--- src/rtl/latch_write_sequencer.sv ---
// rtl/latch_write_sequencer.sv - sequences D setup / one-hot EN pulse / D hold for a gated latch bank
module latch_write_sequencer #(
    parameter int WIDTH     = 8,
    parameter int DEPTH     = 4,
    parameter int ADDR_W    = 2,
    parameter int SETUP_CYC = 1,
    parameter int PULSE_CYC = 2,
    parameter int HOLD_CYC  = 1
) (
    input  logic              clk,
    input  logic              rst_n,
    input  logic              in_valid,
    output logic              in_ready,
    input  logic [ADDR_W-1:0] in_addr,
    input  logic [WIDTH-1:0]  in_data,
    output logic [WIDTH-1:0]  lat_d,
    output logic [DEPTH-1:0]  lat_en,
    output logic              busy,
    output logic              done,
    output logic              err
);

    localparam int MAX_SP  = (SETUP_CYC > PULSE_CYC) ? SETUP_CYC : PULSE_CYC;
    localparam int MAX_CYC = (MAX_SP > HOLD_CYC) ? MAX_SP : HOLD_CYC;
    localparam int CNT_W   = (MAX_CYC > 1) ? $clog2(MAX_CYC) : 1;

    typedef enum logic [1:0] {
        IDLE,
        SETUP,
        ENABLE,
        HOLD
    } state_t;

    state_t            state, state_n;
    logic [CNT_W-1:0]  cnt, cnt_n;
    logic [ADDR_W-1:0] addr_q, addr_n;
    logic [WIDTH-1:0]  d_n;
    logic [DEPTH-1:0]  en_n;
    logic              done_n, err_n;
    logic              accept, in_range;

    assign accept   = in_valid && in_ready;
    assign in_range = ({1'b0, in_addr} < (ADDR_W+1)'(DEPTH));

    always_ff @(posedge clk or negedge rst_n) begin
        if (!rst_n) begin
            state    <= IDLE;
            cnt      <= '0;
            addr_q   <= '0;
            lat_d    <= '0;
            lat_en   <= '0;
            busy     <= 1'b0;
            done     <= 1'b0;
            err      <= 1'b0;
            in_ready <= 1'b0;
        end else begin
            state    <= state_n;
            cnt      <= cnt_n;
            addr_q   <= addr_n;
            lat_d    <= d_n;
            lat_en   <= en_n;
            busy     <= (state_n != IDLE);
            done     <= done_n;
            err      <= err_n;
            in_ready <= (state_n == IDLE);
        end
    end

    // Each state's counter is loaded with its length minus one on entry and
    // the state is left on the cycle the counter reads zero.
    always_comb begin
        state_n = state;
        cnt_n   = cnt;
        addr_n  = addr_q;
        d_n     = lat_d;
        done_n  = 1'b0;
        err_n   = 1'b0;
        case (state)
            IDLE: begin
                if (accept) begin
                    if (in_range) begin
                        state_n = SETUP;
                        cnt_n   = CNT_W'(SETUP_CYC - 1);
                        addr_n  = in_addr;
                        d_n     = in_data;
                    end else begin
                        err_n = 1'b1;
                    end
                end
            end
            SETUP: begin
                if (cnt == '0) begin
                    state_n = ENABLE;
                    cnt_n   = CNT_W'(PULSE_CYC - 1);
                end else begin
                    cnt_n = cnt - CNT_W'(1);
                end
            end
            ENABLE: begin
                if (cnt == '0) begin
                    state_n = HOLD;
                    cnt_n   = CNT_W'(HOLD_CYC - 1);
                end else begin
                    cnt_n = cnt - CNT_W'(1);
                end
            end
            HOLD: begin
                if (cnt == '0) begin
                    state_n = IDLE;
                    done_n  = 1'b1;
                end else begin
                    cnt_n = cnt - CNT_W'(1);
                end
            end
            default: begin
                state_n = IDLE;
            end
        endcase
    end

    // EN is decoded from the next state so it is registered alongside it and
    // is high exactly while the sequencer sits in ENABLE.
    always_comb begin
        en_n = '0;
        for (int i = 0; i < DEPTH; i++) begin
            en_n[i] = (state_n == ENABLE) && (addr_n == ADDR_W'(i));
        end
    end

endmodule

--- config.mk ---
export PLATFORM = sky130hd
export DESIGN_NAME = latch_write_sequencer
export DESIGN_NICKNAME = d
export VERILOG_FILES = /design/src/rtl/latch_write_sequencer.sv
export SDC_FILE = /design/constraint.sdc
export NUM_CORES = 1
export LEC_CHECK = 0
export BUFFER_PORTS_ARGS = -buffer_cell sky130_fd_sc_hd__clkbuf_2
export CAP_MARGIN = 0
export CORE_MARGIN = 1.5
export CORE_UTILIZATION = 46
export CTS_CLUSTER_SIZE = 12
export DETAILED_ROUTE_END_ITERATION = 10
export PLACE_DENSITY = 0.8
export SLEW_MARGIN = 20
export SYNTH_ARGS = -nofsm -noshare
export SYNTH_HDL_FRONTEND = slang
export SYNTH_SLANG_ARGS = --single-unit
--- constraint.sdc ---
create_clock -name clk -period 1.7 [get_ports clk]
set_input_delay 0.34 -clock clk [delete_from_list [all_inputs] [get_ports clk]]
set_output_delay 0.34 -clock clk [all_outputs]
set_load 0.1 [all_outputs]
== After elaboration in Yosys (flattened, before gate mapping) ==
Cells that the tools add are included.

* Logic and storage cells: 41
* Input bits: 13
* ROM bits: 0
* Bits in writable memories: 0
* Memories: 0
* Output and inout bits: 16
* Bits in latches: 0
* Register bits after elaboration: 20

* Add/sub/neg operators: 1
* Shift-type cells: 0
* Div/mod/pow operators: 0
* Reduce and logical (&&, ||, !) cells: 11
* Multiplexer cells: 13
* Equality and inequality tests: 8
* Bitwise logic cells: 0
* $mul: 0
* $lt $le $gt $ge: 0

{| class="wikitable"
|+ Operators by type and width
! cell !! number
|-
| $mux W2 || 6
|-
| $eq A2 B2 Y1 const B || 5
|-
| $pmux W2 S4 || 1
|-
| $logic_not A2 Y1 || 3
|-
| $logic_and A1 B1 Y1 || 5
|-
| $mux W1 || 5
|-
| $eq A2 B1 Y1 const B || 2
|-
| $pmux W1 S3 || 1
|-
| $ne A2 B2 Y1 const B || 1
|-
| $reduce_and A2 Y1 || 1
|-
| $reduce_bool A2 Y1 || 1
|-
| $reduce_or A2 Y1 || 1
|-
| $sub A1 B1 Y1 const B || 1
|}

== Longest topological paths before layout ==
Gate-level depths: netlist of run 1.

* Word-level depth: 5
* Mapped depth: 3
* Depth with buffers taken out: 3

== Least setup slack after synthesis of run 1 ==
OpenSTA, ideal clock, no wires.

* Path kind: register -> register
* Start point: register in_ready
* End point: register lat_d[0]
* Data required time: 1.575 ns
* Buffers on the path: 0
* Arrival time: 1.942 ns
* Library setup time: 0.125 ns
* Path slack: -0.368 ns
* Stages on the path, launching flop included: 4
* Period minus slack after synthesis: 2.068 ns
* Cells stage by stage: dfrtp_1 > nand2_1 > nor3_4 > mux2_2

* Cells in the longest elaborated chain, start to end: 2

{| class="wikitable"
|+ RTL lines
! item !! RTL line !! source
|-
| start, declared || 13 || <nowiki>output logic in_ready,</nowiki>
|-
| start signal, assigned || 65 || <nowiki>in_ready <= (state_n == IDLE);</nowiki>
|-
| $logic_and A1 B1 Y1 || 42 || <nowiki>assign accept = in_valid && in_ready;</nowiki>
|-
| $reduce_and A2 Y1 (no source line) || - ||
|-
| end signal, assigned || 60 || <nowiki>lat_d <= d_n;</nowiki>
|-
| end, declared || 16 || <nowiki>output logic [WIDTH-1:0] lat_d,</nowiki>
|}

Every way passes these cells.
A chain may end at the register's enable or synchronous reset.

== Final worst setup path of run 1 ==
* Start point: register in_ready
* End point: output in_ready

No word-level cell between the ends.

==> impl_metrics.yaml, run 1 <==
place:
  dp_cells: 94
  gp_congestion: 0.740
  io_buffers: 27
sta:
  rsz0062_at_grt: "false"
  fmax_ghz: 0.668
  finalCriticalPeriod_ps: 1500
  whs_ps: 268
  relSlewSlack_pct: 64.1
  clock-skew-final_ps: 7.46
  finalHoldViolations: 0
  final.setup.tns_ps: 0
  slew_violations: 0
  tightest_slew_ps: 541
  setup_viol: 0
  period_share_pct: 88.0
setup_path:
  end_kind: "output port"
  startpoint_type: "flop"
  rrSetupSlack_ps: 230
  crit_type: "reg2out"
  worstPathCellList: "clkbuf_2"
  crit_path_max_incr_delay_ps: 450
  path_max_fanout: 2
  cp_data_arrival_time_ps: 1160
  cp_data_required_time_ps: 1360
  critPathSlowestCell: "clkbuf_2"
  crit_family: "buffers and inverters"
  critPathBufInv: 1
route:
  num_vias: 483
  ant_nets: 0
  routedWlPerCell_um: 11.3
  vias_per_cell: 4.88
  drtIter0Drc: 5
  drc: 0
  detail_route.first_pass.iterations: 3
  drt_wl_total_um: 1120
logic_synthesis:
  ys_types: 18
  yosysSeqAreaShare_pct: 65.1
  synth_area_leaders: "dfrtp_1 65%, mux2_2 16%, nor3_4 2.1%, a21oi_1 2.0%, nor3b_1 2.0%"
  yosysTopAreaCellShare_pct: 65.1
  syn_nets: 66
  synth_cells: 53
  synth.largest_area_cell: "dfrtp_1"
  ys_ff_latch: 20
  syn_area_um2: 768
  yosysWarnings: 0
  postSynthAreaPerCell_um2: 14.5
clock_tree:
  postCtsSetupRepairBufs: 0
  post_cts_resized: 0
  clk_pin_slew_worst_paths_ps: 110
  cts_sinks: 20
  cts_tree: "yes"
  cts_root_buf: "clkbuf_4"
  clock_latency_ps: 290
  clockBufferDepth: 2
  cts-buffers-inserted: 3
  h-tree-depth: 1
global_route:
  grt_max_degree: 21
  grt_pass1_wl_um: 1830
  grt_usage_pct: 13.9
  grt_pass1_vias: 442
  overflow: 0
  grt_antenna_before_repair: 0
cells_and_area:
  fill_cells: 132
  final_cell_mix: "27 x clkbuf_2, 19 x dfrtp_1, 11 x mux2_2"
  area_delta_synth_final_pct: 23.0
  final_common_cell: "clkbuf_2"
  finalNonFillerCells: 99
  drive_gt1_share_pct: 53.0
  final_net_count: 97
  antenna_cells: 0
run:
  max_cap_viol_count: 0
floorplanning:
  coreArea_um2: 1540
  dieArea_um2: 1920
  die_w_um: 43.9
  num_rows: 14
  die_y_um: 43.9
  start_util_pct: 49.8
  pin_count: 29
run_status:
  outcome: "complete, no violations"
worst_hold_path:
  hold_path_class: "in2reg"
synthesized netlist by cell type:
cell,n
nor3_1,1
and2_2,1
xor2_1,1
mux2i_1,1
and2b_1,1
nand2_1,2
nor3b_1,2
buf_4,1
inv_1,1
a21o_1,1
nor3_4,1
buf_6,1
nor2_1,3
a21oi_1,3
dfrtp_1,20
conb_1,1
mux2_2,11
nor2b_1,1
flip-flops by register name, summed over array words and instances (netlist names):
register  flops
addr_q        2
done          1
in_ready      1
state         2
cnt           1
lat_en        4
lat_d         8
busy          1
routing by layer:
metal	up-vias	routed length (µm)	track usage [%]
li1	236	-	-
met1	232	442	16.5
met2	13	596	21.2
met3	2	61	2.50
met4	0	18	12.7
met5	-	0	0
repair_timing:
item,CTS,global route
endpoints found under the setup margin,0,0
hold buffers,1,0
endpoints found under the hold margin,20,0
worst paths after layout:
check / startpoint / to / depth (start not counted)
max: in_ready / in_ready / 1
min: in_addr[0] / addr_q[0] / 2
max reg2reg: state[1] / lat_d[6] / 2
min reg2reg: addr_q[1] / lat_en[1] / 1
max in group asynchronous: rst_n / in_ready / 2
min in group asynchronous: rst_n / lat_en[0] / 2
cell families after synthesis:
| logic type | count (synthesis) | synth area share (%) |
|---|---|---|
| AND/OR/NAND/NOR | 12 | 9.94 |
| AO/OA/AOI/OAI | 4 | 2.93 |
| multiplexers | 12 | 17.4 |
| other | 1 | 0.488 |
| flip-flops | 20 | 65.1 |
| XOR/XNOR | 1 | 1.14 |
| buffers and inverters | 3 | 2.93 |
through the flow:
stage / instance area [µm²] / worst slack (ps) / utilization (%)
2_1_floorplan: 772 / 76.2 / -
3_3_place_gp: 908 / 241 / 58.9
3_5_place_dp: 908 / 206 / 58.9
4_1_cts: 945 / 191 / 61.3
5_1_grt: 945 / 120 / 61.3
6_report: 945 / 204 / 61.3
layout make-up:
type / instances / area [µm²] / area share [%]
sequential: 20 / 504 / 53.4
multi-input combinational: 30 / 245 / 26.0
timing repair buffer: 28 / 145 / 15.4
clock buffer: 4 / 26.3 / 2.78
tap: 16 / 20.0 / 2.12
inverter: 1 / 3.75 / 0.397
Power of run 1 is not shown: default switching activity piles up to over one toggle a cycle in this logic, so the estimate is an artifact.
==> run 2, diff against run 1 <==
Settings changed: CORE_UTILIZATION 46 to 35, PLACE_DENSITY 0.8 to 0.64.
==> run 2 against run 1 <==
  * First-iteration DRC count down 100%
  * Sequential share of layout area down 1.2 points
  * Flip-flop and latch count unchanged
  * Non-clock buffer count up 1
  * Wire length down 3.2%
  * Global-route usage down 2.9 points
  * Utilization down 14 points
  * Register-to-register slack about the same
  * Clock-buffer cell count unchanged
  * Cell area up 2.3%
  * Highest routed layer unchanged
==> impl_metrics.yaml, run 2 (synthesis gave the netlist of run 1 again) <==
worst_hold_path:
  hold_path_class: "in2reg"
sta:
  period_share_pct: 88.1
  setup_viol: 0
  relSlewSlack_pct: 64.2
  finalCriticalPeriod_ps: 1500
  slew_violations: 0
  clock-skew-final_ps: 4.47
  tightest_slew_ps: 539
  rsz0062_at_grt: "false"
  fmax_ghz: 0.668
  finalHoldViolations: 0
  final.setup.tns_ps: 0
global_route:
  overflow: 0
  grt_antenna_before_repair: 0
  grt_pass1_wl_um: 2010
  grt_max_degree: 21
  grt_pass1_vias: 507
  grt_usage_pct: 11.0
route:
  num_vias: 492
  wl_met1_um: 438
  drt_wl_total_um: 1080
  drc: 0
  route.top_layer_used: "met4"
  detail_route.first_pass.iterations: 1
  ant_nets: 0
  routedWlPerCell_um: 9.75
  vias_per_cell: 4.43
  met2_length_um: 517
  drtIter0Drc: 0
  dr_wl_met3_um: 117
cells_and_area:
  antenna_cells: 0
  drive_gt1_share_pct: 53.6
  final_net_count: 98
  fill_cells: 201
  multi_input_area_um2: 245
  largest_reg_flops: 8
  final_cell_mix: "27 x clkbuf_2, 19 x dfrtp_1, 11 x mux2_2"
  area_delta_synth_final_pct: 25.7
  largest_register: "lat_d"
  reg_top3: "lat_d x8, lat_en x4"
  ff_latch_area_um2: 504
  final_common_cell: "clkbuf_2"
place:
  gp_congestion: 0.779
  dpl.hpwl_um: 840
  io_buffers: 27
setup_path:
  cp_data_required_time_ps: 1360
  crit_path_max_incr_delay_ps: 450
  crit_family: "buffers and inverters"
  end_kind: "output port"
  path_max_fanout: 2
  critPathSlowestCell: "clkbuf_2"
  worstPathCellList: "clkbuf_2"
  startpoint_type: "flop"
  cp_data_arrival_time_ps: 1160
  critPathBufInv: 1
  crit_type: "reg2out"
clock_tree:
  post_cts_resized: 0
  cts_sinks: 20
  clk_pin_slew_worst_paths_ps: 100
  cts_root_buf: "clkbuf_4"
  clock_latency_ps: 300
  h-tree-depth: 1
  cts_hold_buf: 1
  clockBufferDepth: 2
  cts-buffers-inserted: 3
  postCtsSetupRepairBufs: 0
  cts_tree: "yes"
floorplanning:
  die_y_um: 49.9
  num_rows: 16
  coreArea_um2: 2020
  die_w_um: 49.9
  start_util_pct: 38.0
  pin_count: 29
  dieArea_um2: 2490
run:
  max_cap_viol_count: 0
run_status:
  outcome: "complete, no violations"
[run 2: stage by stage]
step	instance area (µm²)	setup slack (ps)	hold WS, ps	util (%)	cells
floorplan	772	76.2	44.4	-	53
global placement	930	207	320	46.0	106
detailed placement	930	169	316	46.0	106
CTS	966	188	258	47.8	111
global route	966	121	254	47.8	111
finish	966	203	269	47.8	111
[run 2: layout make-up]
class	count	area share, %
Clock buffer	4	2.72
Inverter	1	0.389
Multi-Input combinational cell	30	25.4
Sequential cell	20	52.2
Tap cell	27	3.50
Timing Repair Buffer	29	15.8
[run 2: path summary, 6_finish.rpt]
path | start | endpoint | slack (ps) | depth (start not counted)
max in group asynchronous | rst_n | in_ready | 830 | 2
max reg2reg | in_ready | lat_d[7] | 240 | 3
min in group asynchronous | rst_n | lat_en[3] | 520 | 2
min | in_addr[0] | addr_q[0] | 270 | 2
min reg2reg | addr_q[0] | lat_en[2] | 500 | 1
max | in_ready | in_ready | 200 | 1
[run 2: worst reg2reg max path, cell delays in order (launching register included)]
cell     delay [ps]
dfrtp_4         410
nand2_1         150
nor3_4          410
mux2_2          390
[run 2: per-layer routing]
layer / up-vias / track usage (%)
met5: - / 0
met2: 26 / 18.4
met1: 223 / 11.8
met3: 3 / 5.45
met4: 0 / 4.17
li1: 240 / -
Power of run 2 is left out for the same reason.
==> run 3, diff against run 2 <==
Settings changed: HOLD_SLACK_MARGIN set to 0.08.
Clock period 1.7 ns to 1.4 ns, I/O delays scaled along.
==> run 3 against run 2 <==
  * Non-clock buffer count rose by 2
  * Flip-flop and latch count did not move
  * Global-route usage increased by 0.43 points
  * Utilization increased by 4.3 points
  * Critical path type is now reg2reg
  * Sequential share of layout area fell by 4.3 points
  * Via count increased by 1.8%
  * Clock skew shrank 1.2 ps
  * Largest cell class unchanged
  * Critical path depth is 3 higher
  * Register-to-register slack worse by 190 ps
==> impl_metrics.yaml, run 3 (synthesis gave the netlist of run 1 again) <==
cells_and_area:
  fill_cells: 191
  area_delta_synth_final_pct: 37.0
  finalNonFillerCells: 113
  final_net_count: 100
  final_cell_mix: "19 x dfrtp_1, 16 x buf_4, 12 x clkbuf_2"
  drive_gt1_share_pct: 57.0
  largest_reg_flops: 8
  final_common_cell: "dfrtp_1"
  largest_register: "lat_d"
  antenna_cells: 0
  reg_top3: "lat_d x8, lat_en x4"
floorplanning:
  die_y_um: 49.9
  start_util_pct: 38.0
  pin_count: 29
  dieArea_um2: 2490
  die_w_um: 49.9
  num_rows: 16
  coreArea_um2: 2020
setup_path:
  reg2reg_depth: 4
  startpoint: "in_ready"
  r2r-end: "addr_q[0]"
  path_max_fanout: 5
  cp_data_arrival_time_ps: 1530
  r2r_start: "in_ready"
  rrSetupSlack_ps: 50
  crit_type: "reg2reg"
  cp-endpoint: "addr_q[0]"
  end_kind: "flop"
  crit_path_max_incr_delay_ps: 460
  startpoint_type: "flop"
  critPathBufInv: 1
  worstPathCellList: "nand2_4 > nor3_4 > buf_4 > mux2_2"
  critPathSlowestCell: "dfrtp_4"
  path_depth: 4
  cp_data_required_time_ps: 1580
  crit_family: "flip-flops"
route:
  ant_nets: 0
  routedWlPerCell_um: 10.7
  drc: 0
  drtIter0Drc: 2
  num_vias: 501
  drt_wl_total_um: 1200
  detail_route.first_pass.iterations: 2
  vias_per_cell: 4.43
worst_hold_path:
  hold_path_class: "in2reg"
clock_tree:
  clk_pin_slew_worst_paths_ps: 110
  clockBufferDepth: 2
  postCtsSetupRepairBufs: 0
  clock_latency_ps: 290
  h-tree-depth: 1
  cts_root_buf: "clkbuf_4"
  cts_sinks: 20
  cts-buffers-inserted: 3
  cts_tree: "yes"
run_status:
  outcome: "complete, no violations"
global_route:
  grt_max_degree: 21
  grt_pass1_vias: 519
  grt_pass1_wl_um: 2170
  grt_antenna_before_repair: 0
  overflow: 0
  grt_usage_pct: 11.4
sta:
  finalHoldViolations: 0
  rsz0062_at_grt: "true"
  finalCriticalPeriod_ps: 1350
  period_share_pct: 96.6
  slew_violations: 0
  setup_viol: 0
  fmax_ghz: 0.740
  clock-skew-final_ps: 3.26
place:
  dp_cells: 108
  dpl.hpwl_um: 919
  gp_congestion: 0.768
  io_buffers: 27
run:
  max_cap_viol_count: 0
[run 3: cell types whose count changed in the layout (fill, tap and decap cells not counted), sizes merged]
cell / before / now
buf: 1 / 18
clkbuf: 31 / 16
[run 3: how the worst min path moves through the flow]
stage / startpoint / slack [ps] / endpoint / cells past startpoint
2_1_floorplan: rst_n / -20 / addr_q[0] / 0
3_3_place_gp: rst_n / 260 / in_ready / 1
3_5_place_dp: rst_n / 270 / state[0] / 1
4_1_cts: in_data[0] / 200 / lat_d[0] / 2
5_1_grt: in_data[2] / 190 / lat_d[2] / 2
6_report: in_data[0] / 210 / lat_d[0] / 2
[run 3: timing repair]
item,CTS,global route
gates resized for setup,0,1
setup endpoints to repair,0,3
hold buffers,1,0
endpoints found under the hold margin,20,0
[run 3: layer usage]
| layer | share of wire (%) | vias up | GRT usage (%) |
|---|---|---|---|
| li1 | - | 243 | - |
| met2 | 48 | 17 | 17.3 |
| met1 | 46 | 239 | 15.3 |
| met4 | 0.91 | 0 | 5.56 |
| met5 | 0 | - | 0 |
| met3 | 4.5 | 2 | 2.73 |
[run 3: per-stage QoR]
step | setup TNS, ps | hold WS (ps) | utilization (%) | setup WS, ps | instance area, µm²
2_1_floorplan | -1920 | -15.6 | - | -192 | 779
3_3_place_gp | 0 | 263 | 49.6 | 97.0 | 1000
3_5_place_dp | 0 | 269 | 49.6 | 41.7 | 1000
4_1_cts | 0 | 205 | 51.9 | 25.4 | 1050
5_1_grt | -11.4 | 190 | 52.0 | -6.02 | 1050
6_report | 0 | 213 | 52.0 | 47.8 | 1050
[run 3: area by class of cell]
| type | count | area, µm² | area share, % |
|---|---|---|---|
| multi-input combinational | 30 | 253 | 24.0 |
| inverter | 1 | 3.75 | 0.357 |
| timing repair buffer | 31 | 221 | 21.0 |
| clock buffer | 4 | 36.3 | 3.45 |
| tap | 27 | 33.8 | 3.21 |
| sequential | 20 | 504 | 47.9 |
Power of run 3 is left out for the same reason.
